### src/rtl/glb_read_streamer_pkg.sv
`default_nettype none
// ============================================================================
//  Module   : glb_read_streamer_pkg
//  Purpose  : Shared types and constants for the GLB read streamer: FSM state
//             encoding, GLB read byte-mask constants, GLB data width and a
//             helper that maps the remaining byte count to a read mask.
//  Revision : 1.0  initial release
// ============================================================================
package glb_read_streamer_pkg;

    localparam int C_GLB_DATA_W = 32;
    localparam int C_GLB_KEEP_W = C_GLB_DATA_W / 8;

    localparam logic [C_GLB_KEEP_W-1:0] C_MASK_NONE = 4'b0000;
    localparam logic [C_GLB_KEEP_W-1:0] C_MASK_1B   = 4'b0001;
    localparam logic [C_GLB_KEEP_W-1:0] C_MASK_2B   = 4'b0011;
    localparam logic [C_GLB_KEEP_W-1:0] C_MASK_3B   = 4'b0111;
    localparam logic [C_GLB_KEEP_W-1:0] C_MASK_4B   = 4'b1111;

    typedef enum logic [1:0] {
        ST_IDLE  = 2'd0,
        ST_RUN   = 2'd1,
        ST_FLUSH = 2'd2
    } state_t;

    // A full word is read while at least 4 bytes remain; otherwise the low
    // two bits of the remaining count select a partial mask.
    function automatic logic [C_GLB_KEEP_W-1:0] read_mask(input logic i_ge4,
                                                          input logic [1:0] i_lo);
        logic [C_GLB_KEEP_W-1:0] w_m;
        if (i_ge4) begin
            w_m = C_MASK_4B;
        end else begin
            case (i_lo)
                2'd3:    w_m = C_MASK_3B;
                2'd2:    w_m = C_MASK_2B;
                2'd1:    w_m = C_MASK_1B;
                default: w_m = C_MASK_NONE;
            endcase
        end
        return w_m;
    endfunction

endpackage
`default_nettype wire

### src/rtl/glb_stream_fifo.sv
`default_nettype none
// ============================================================================
//  Module   : glb_stream_fifo
//  Purpose  : Two-entry output buffer holding {data, keep, last} beats.
//  Ports    : clk, rst        - clock, asynchronous active-high reset
//             i_push, i_data, i_keep, i_last - write a beat at the tail
//             i_pop           - remove the head beat
//             o_data, o_keep, o_last - head beat
//             o_full, o_empty - occupancy flags
//  Revision : 1.0  initial release
// ============================================================================
module glb_stream_fifo
    import glb_read_streamer_pkg::*;
(
    input  logic                    clk,
    input  logic                    rst,
    input  logic                    i_push,
    input  logic [C_GLB_DATA_W-1:0] i_data,
    input  logic [C_GLB_KEEP_W-1:0] i_keep,
    input  logic                    i_last,
    input  logic                    i_pop,
    output logic [C_GLB_DATA_W-1:0] o_data,
    output logic [C_GLB_KEEP_W-1:0] o_keep,
    output logic                    o_last,
    output logic                    o_full,
    output logic                    o_empty
);

    logic [C_GLB_DATA_W-1:0] r_data [0:1];
    logic [C_GLB_KEEP_W-1:0] r_keep [0:1];
    logic [1:0]              r_last;
    logic                    r_wr_ptr;
    logic                    r_rd_ptr;
    logic [1:0]              r_count;

    logic w_do_push;
    logic w_do_pop;

    assign o_full    = (r_count == 2'd2);
    assign o_empty   = (r_count == 2'd0);
    assign w_do_pop  = i_pop && !o_empty;
    // A push into a full buffer is only legal when the head leaves this cycle.
    assign w_do_push = i_push && (!o_full || w_do_pop);

    always_ff @(posedge clk or posedge rst) begin
        if (rst) begin
            r_data[0] <= '0;
            r_data[1] <= '0;
            r_keep[0] <= '0;
            r_keep[1] <= '0;
            r_last    <= '0;
            r_wr_ptr  <= 1'b0;
            r_rd_ptr  <= 1'b0;
            r_count   <= 2'd0;
        end else begin
            if (w_do_push) begin
                r_data[r_wr_ptr] <= i_data;
                r_keep[r_wr_ptr] <= i_keep;
                r_last[r_wr_ptr] <= i_last;
                r_wr_ptr         <= ~r_wr_ptr;
            end
            if (w_do_pop) begin
                r_rd_ptr <= ~r_rd_ptr;
            end
            case ({w_do_push, w_do_pop})
                2'b10:   r_count <= r_count + 2'd1;
                2'b01:   r_count <= r_count - 2'd1;
                default: r_count <= r_count;
            endcase
        end
    end

    assign o_data = r_data[r_rd_ptr];
    assign o_keep = r_keep[r_rd_ptr];
    assign o_last = r_last[r_rd_ptr];

endmodule
`default_nettype wire

### src/rtl/glb_read_streamer.sv
`default_nettype none
// ============================================================================
//  Module   : glb_read_streamer
//  Purpose  : Streams byte_len bytes from the GLB, starting at base_addr, as
//             32-bit beats with a byte keep mask and a last flag.
//  Ports    : clk, rst                 - clock, asynchronous active-high reset
//             i_start, i_base_addr, i_byte_len - transfer command (IDLE only)
//             o_busy, o_done           - transfer status
//             o_glb_re, o_glb_raddr    - GLB read byte mask / byte address
//             i_glb_dout               - GLB read data, one cycle after read
//             o_m_valid, i_m_ready     - downstream handshake
//             o_m_data, o_m_keep, o_m_last - downstream beat
//  Revision : 1.0  initial release
// ============================================================================
module glb_read_streamer
    import glb_read_streamer_pkg::*;
#(
    parameter int ADDR_WIDTH = 32,
    parameter int LEN_WIDTH  = 16,
    parameter int BUF_DEPTH  = 2
) (
    input  logic                    clk,
    input  logic                    rst,
    input  logic                    i_start,
    input  logic [ADDR_WIDTH-1:0]   i_base_addr,
    input  logic [LEN_WIDTH-1:0]    i_byte_len,
    output logic                    o_busy,
    output logic                    o_done,
    output logic [C_GLB_KEEP_W-1:0] o_glb_re,
    output logic [ADDR_WIDTH-1:0]   o_glb_raddr,
    input  logic [C_GLB_DATA_W-1:0] i_glb_dout,
    output logic                    o_m_valid,
    input  logic                    i_m_ready,
    output logic [C_GLB_DATA_W-1:0] o_m_data,
    output logic [C_GLB_KEEP_W-1:0] o_m_keep,
    output logic                    o_m_last
);

    state_t                  r_state;
    state_t                  w_state_nxt;

    logic [ADDR_WIDTH-1:0]   r_addr;
    logic [ADDR_WIDTH-1:0]   r_raddr_hold;
    logic [LEN_WIDTH-1:0]    r_rem;
    logic                    r_infl;
    logic [C_GLB_KEEP_W-1:0] r_infl_keep;
    logic                    r_infl_last;
    logic                    r_zero_done;

    logic                    w_idle;
    logic                    w_run;
    logic                    w_accept;
    logic                    w_accept_zero;
    logic                    w_rem_ge4;
    logic [C_GLB_KEEP_W-1:0] w_mask;
    logic [1:0]              w_occ;
    logic [2:0]              w_slots;
    logic                    w_issue;
    logic                    w_issue_last;
    logic                    w_pop;
    logic                    w_flush_done;

    logic                    w_fifo_full;
    logic                    w_fifo_empty;
    logic [C_GLB_DATA_W-1:0] w_head_data;
    logic [C_GLB_KEEP_W-1:0] w_head_keep;
    logic                    w_head_last;

    // ------------------------------------------------------------------
    // FSM: state register
    // ------------------------------------------------------------------
    always_ff @(posedge clk or posedge rst) begin
        if (rst) begin
            r_state <= ST_IDLE;
        end else begin
            r_state <= w_state_nxt;
        end
    end

    // ------------------------------------------------------------------
    // FSM: next-state logic
    // ------------------------------------------------------------------
    always_comb begin
        w_state_nxt = r_state;
        case (r_state)
            ST_IDLE:  if (w_accept)     w_state_nxt = ST_RUN;
            ST_RUN:   if (w_issue_last) w_state_nxt = ST_FLUSH;
            ST_FLUSH: if (w_flush_done) w_state_nxt = ST_IDLE;
            default:                    w_state_nxt = ST_IDLE;
        endcase
    end

    // ------------------------------------------------------------------
    // FSM: state-decoded outputs
    // ------------------------------------------------------------------
    always_comb begin
        w_idle = 1'b0;
        w_run  = 1'b0;
        o_busy = 1'b0;
        case (r_state)
            ST_IDLE:  w_idle = 1'b1;
            ST_RUN: begin
                w_run  = 1'b1;
                o_busy = 1'b1;
            end
            ST_FLUSH: o_busy = 1'b1;
            default:  w_idle = 1'b1;
        endcase
    end

    // ------------------------------------------------------------------
    // Issue control
    // ------------------------------------------------------------------
    assign w_accept      = w_idle && i_start && (i_byte_len != '0);
    assign w_accept_zero = w_idle && i_start && (i_byte_len == '0);
    assign w_rem_ge4     = (r_rem >= LEN_WIDTH'(4));
    assign w_mask        = read_mask(w_rem_ge4, r_rem[1:0]);
    assign w_pop         = !w_fifo_empty && i_m_ready;

    // Occupancy is counted after this cycle's pop so a read can be issued
    // every cycle while the consumer keeps up; a beat issued now lands one
    // edge later, so the buffer cannot overflow.
    assign w_occ         = {w_fifo_full, !w_fifo_full && !w_fifo_empty};
    assign w_slots       = {1'b0, w_occ} - {2'b00, w_pop} + {2'b00, r_infl};
    assign w_issue       = w_run && (w_slots < 3'(BUF_DEPTH));
    assign w_issue_last  = w_issue && (r_rem <= LEN_WIDTH'(4));
    assign w_flush_done  = (r_state == ST_FLUSH) && w_pop && w_head_last;

    // ------------------------------------------------------------------
    // Datapath registers
    // ------------------------------------------------------------------
    always_ff @(posedge clk or posedge rst) begin
        if (rst) begin
            r_addr       <= '0;
            r_raddr_hold <= '0;
            r_rem        <= '0;
            r_infl       <= 1'b0;
            r_infl_keep  <= '0;
            r_infl_last  <= 1'b0;
            r_zero_done  <= 1'b0;
        end else begin
            r_zero_done <= w_accept_zero;
            r_infl      <= w_issue;
            if (w_issue) begin
                r_infl_keep <= w_mask;
                r_infl_last <= w_issue_last;
            end
            if (w_accept) begin
                r_addr <= i_base_addr;
                r_rem  <= i_byte_len;
            end else if (w_issue) begin
                r_addr       <= r_addr + ADDR_WIDTH'(4);
                r_rem        <= w_rem_ge4 ? (r_rem - LEN_WIDTH'(4)) : '0;
                r_raddr_hold <= r_addr;
            end
        end
    end

    // The GLB sees the current address only while reading; otherwise the
    // address of the most recent read is held.
    assign o_glb_re    = w_issue ? w_mask : C_MASK_NONE;
    assign o_glb_raddr = w_issue ? r_addr : r_raddr_hold;
    assign o_done      = r_zero_done || w_flush_done;

    // ------------------------------------------------------------------
    // Output buffer: the read issued last cycle is captured now
    // ------------------------------------------------------------------
    glb_stream_fifo u_fifo (
        .clk     (clk),
        .rst     (rst),
        .i_push  (r_infl),
        .i_data  (i_glb_dout),
        .i_keep  (r_infl_keep),
        .i_last  (r_infl_last),
        .i_pop   (w_pop),
        .o_data  (w_head_data),
        .o_keep  (w_head_keep),
        .o_last  (w_head_last),
        .o_full  (w_fifo_full),
        .o_empty (w_fifo_empty)
    );

    assign o_m_valid = !w_fifo_empty;
    assign o_m_data  = w_head_data;
    assign o_m_keep  = w_head_keep;
    assign o_m_last  = w_head_last;

endmodule
`default_nettype wire

### config.mk
export PLATFORM = sky130hd
export DESIGN_NAME = glb_read_streamer
export DESIGN_NICKNAME = d
export VERILOG_FILES = /design/src/rtl/glb_read_streamer_pkg.sv /design/src/rtl/glb_stream_fifo.sv /design/src/rtl/glb_read_streamer.sv
export SDC_FILE = /design/constraint.sdc
export NUM_CORES = 1
export LEC_CHECK = 0
export BUFFER_PORTS_ARGS = -buffer_cell sky130_fd_sc_hd__buf_2
export CORE_AREA = 2 2 139 141
export DETAILED_ROUTE_END_ITERATION = 7
export DIE_AREA = 0 0 141 143
export PLACE_DENSITY = 0.69
export SLEW_MARGIN = 20
export SYNTH_ARGS = -nofsm -noshare
export SYNTH_HDL_FRONTEND = slang
export SYNTH_SLANG_ARGS = --single-unit
### constraint.sdc
create_clock -name clk -period 6.25 [get_ports clk]
set_clock_uncertainty 0.2 [all_clocks]
set_input_delay 1.25 -clock clk [delete_from_list [all_inputs] [get_ports clk]]
set_output_delay 1.25 -clock clk [all_outputs]
set_load 0.05 [all_outputs]
==> metrics.cfg <==
[cts]
root_buffer=clkbuf_16
clkSinkCount=167
cts_tree=yes
cts-hold-fix-buffers=0
cts_buffers=17
cts_max_level=4
cts_resized=0
post_cts_buffers=0
clock_latency_ps=430
ctsLongestPathBuffers=2
clkSlewWorstSetupHoldPaths_ps=70

[yosys]
synth-main-ff-cell=dfrtp_1
synth.avg_cell_area_sq_um=10.8
synth_edf_count=0
synth-seq-area-share_pct=50.5
ys_async_sr_fraction_pct=100
ys_ff_latch=167
ys_types=56
ys_warn_count=0
syn_area_sq_um=8270
syn_inst=768
syn_nets=859

[floorplan]
rows=50
die_area_sq_um=20200
initial_core_util_pct=44.5
die_x_microns=141
core_area_sq_um=18600
die_h_microns=143
num_io_pins=160

[critical_path]
cp_common_cell=buf_2
worstPathRequired_ps=4800
crit_path_end_kind=output pin
cp_slowest_cell=inv_2
cp_top_family=buffers and inverters
critPathLaunchType=input port
crit_fanout=33
crit_arrival_ps=3870
path_buf_inv=3
crit_path_cell_trace=buf_2 > o21a_1 > ha_1 > nand2b_1 > xnor3_4 > nand2_4 > inv_2 > o31a_1 > buf_2
cpPeakStageDelay_ps=570
path_class=input port to output pin

[timing]
timing.fmax_ghz=0.188
fin_crit_ps=5320
max_slew_margin_pct=35.9
finalSetupViolCount=0
rsz0062_at_grt=no
maxSlewViolCount=0
worst_slew_pin_slew_ps=957
finalCritPeriodShare_pct=85.2
hold_viol=0
fin_tns_setup_ps=0

[final_layout]
final_cell_mix=dfrtp_1, buf_2, nand2_1, mux2_2, nor2_1
final_common_cell=dfrtp_1
drive_gt1_share_pct=37.3
area_delta_synth_final_pct=19.4
final_nets=1006
stdcell_area_sq_um=9880
fillers=1692

[placed_design]
placement.io_buffers=159
dpl_cell_area_sq_um=9270
hpwlAfterDp_microns=13200
gp_congestion=0.797

[route]
routed_wl_microns=19000
drc=0
postRouteAntennaNets=0
avgViaCountPerCell=5.40
drt_iter0_markers=294
dr.pass1.iters=5
wl_per_cell_microns=16.3
route.vias.total=6286

[grt]
track_usage_pct=19.4
grt-ovfl-total=0
grt_pass1_vias=6075
antenna_found_initial=2
grt_max_degree=93
grt_pass1_wl_microns=30900

[run_status]
outcome=finished clean

[job]
cap_viol_max_count=0

[min_path]
hp-class=flop to flop

[layer usage]
layer | global-route usage [%] | wire (microns) | vias up
li1 | - | - | 3039
met1 | 26.5 | 9000 | 3032
met2 | 31.2 | 8760 | 194
met3 | 4.43 | 962 | 21
met4 | 5.79 | 260 | 0
met5 | 0 | 0 | -
[path summary, 6_finish.rpt]
path                                                end  depth (start not counted)  slack (ps)                           from
hold / removal                  r_infl_last$_DFFE_PP0P_                          2         300        r_infl_last$_DFFE_PP0P_
hold reg to reg                 r_infl_last$_DFFE_PP0P_                          2         300        r_infl_last$_DFFE_PP0P_
setup reg to reg           r_raddr_hold[28]$_DFFE_PP0N_                          9        2240  u_fifo.r_count[1]$_DFFE_PP0P_
min in group asynchronous  r_raddr_hold[19]$_DFFE_PP0N_                          2         790                            rst
max in group asynchronous   r_raddr_hold[5]$_DFFE_PP0N_                          3        4020                            rst
setup / recovery                            o_glb_re[0]                          9         930                      i_m_ready
[synthesized netlist by cell type, types with 7 or more instances]
master / n / share of area (%)
nor4_1: 8 / 0.61
ha_1: 7 / 1.1
inv_1: 10 / 0.45
or3_1: 19 / 1.4
mux2_2: 125 / 17
xor2_1: 11 / 1.2
nand2_1: 135 / 6.1
buf_2: 14 / 0.85
dfrtp_1: 167 / 51
nor2_1: 44 / 2.0
a21oi_1: 8 / 0.48
o21ai_0: 42 / 2.5
nand4_1: 19 / 1.4
a31oi_1: 23 / 1.7
clkbuf_1: 18 / 0.82
mux2_1: 16 / 2.2
nand3_1: 12 / 0.73
[state kept, by name, summed over array words and instances, names as in the netlist]
signal,cells
r_infl_last,1
u_fifo.r_count,2
r_infl,1
r_addr,32
u_fifo.r_last,2
r_raddr_hold,32
u_fifo.r_data,64
r_state,2
u_fifo.r_keep,8
u_fifo.r_wr_ptr,1
r_infl_keep,4
u_fifo.r_rd_ptr,1
r_rem,16
r_zero_done,1
[final cells by class]
type	instances	area, sq um	area share (%)
Sequential cell	167	4180	42.3
Multi-Input combinational cell	550	3890	39.4
Timing Repair Buffer	168	883	8.94
Clock buffer	17	425	4.31
Tap cell	234	293	2.96
Clock inverter	15	149	1.51
Inverter	11	46.3	0.469
Antenna cell	3	7.51	0.0760
[cell families (layout without fill, tap and decap cells)]
family	after synthesis	count (layout)	synth area share, %
xor gates and xnor gates	15	15	1.80
buffers and inverters	51	211	2.75
adders and majority gates	7	7	1.06
DFF	167	167	50.5
and+or+nand+nor	282	282	16.7
muxes	142	142	19.3
AOI/OAI and AO/OA	104	104	7.87
other	0	3	0
[per-stage QoR]
step                setup WS, ps  std cells  hold WS, ps  utilization [%]
finish                       925       1165          298             53.2
global route                 709       1163          313             53.1
CTS                          911       1161          300             53.0
detailed placement           921       1129          282             49.9
global placement            1020       1129          274             49.9
floorplan                    282        768          259                -
[tightest hold or removal path: cells and delay by family, from the launching register on]
family | cells | cell delay [ps]
DFF | 1 | 360
and+or+nand+nor | 2 | 100
Power is left out: the tool's default activity adds up to more than one toggle a clock period on the data nets, which glitch-free logic cannot reach.
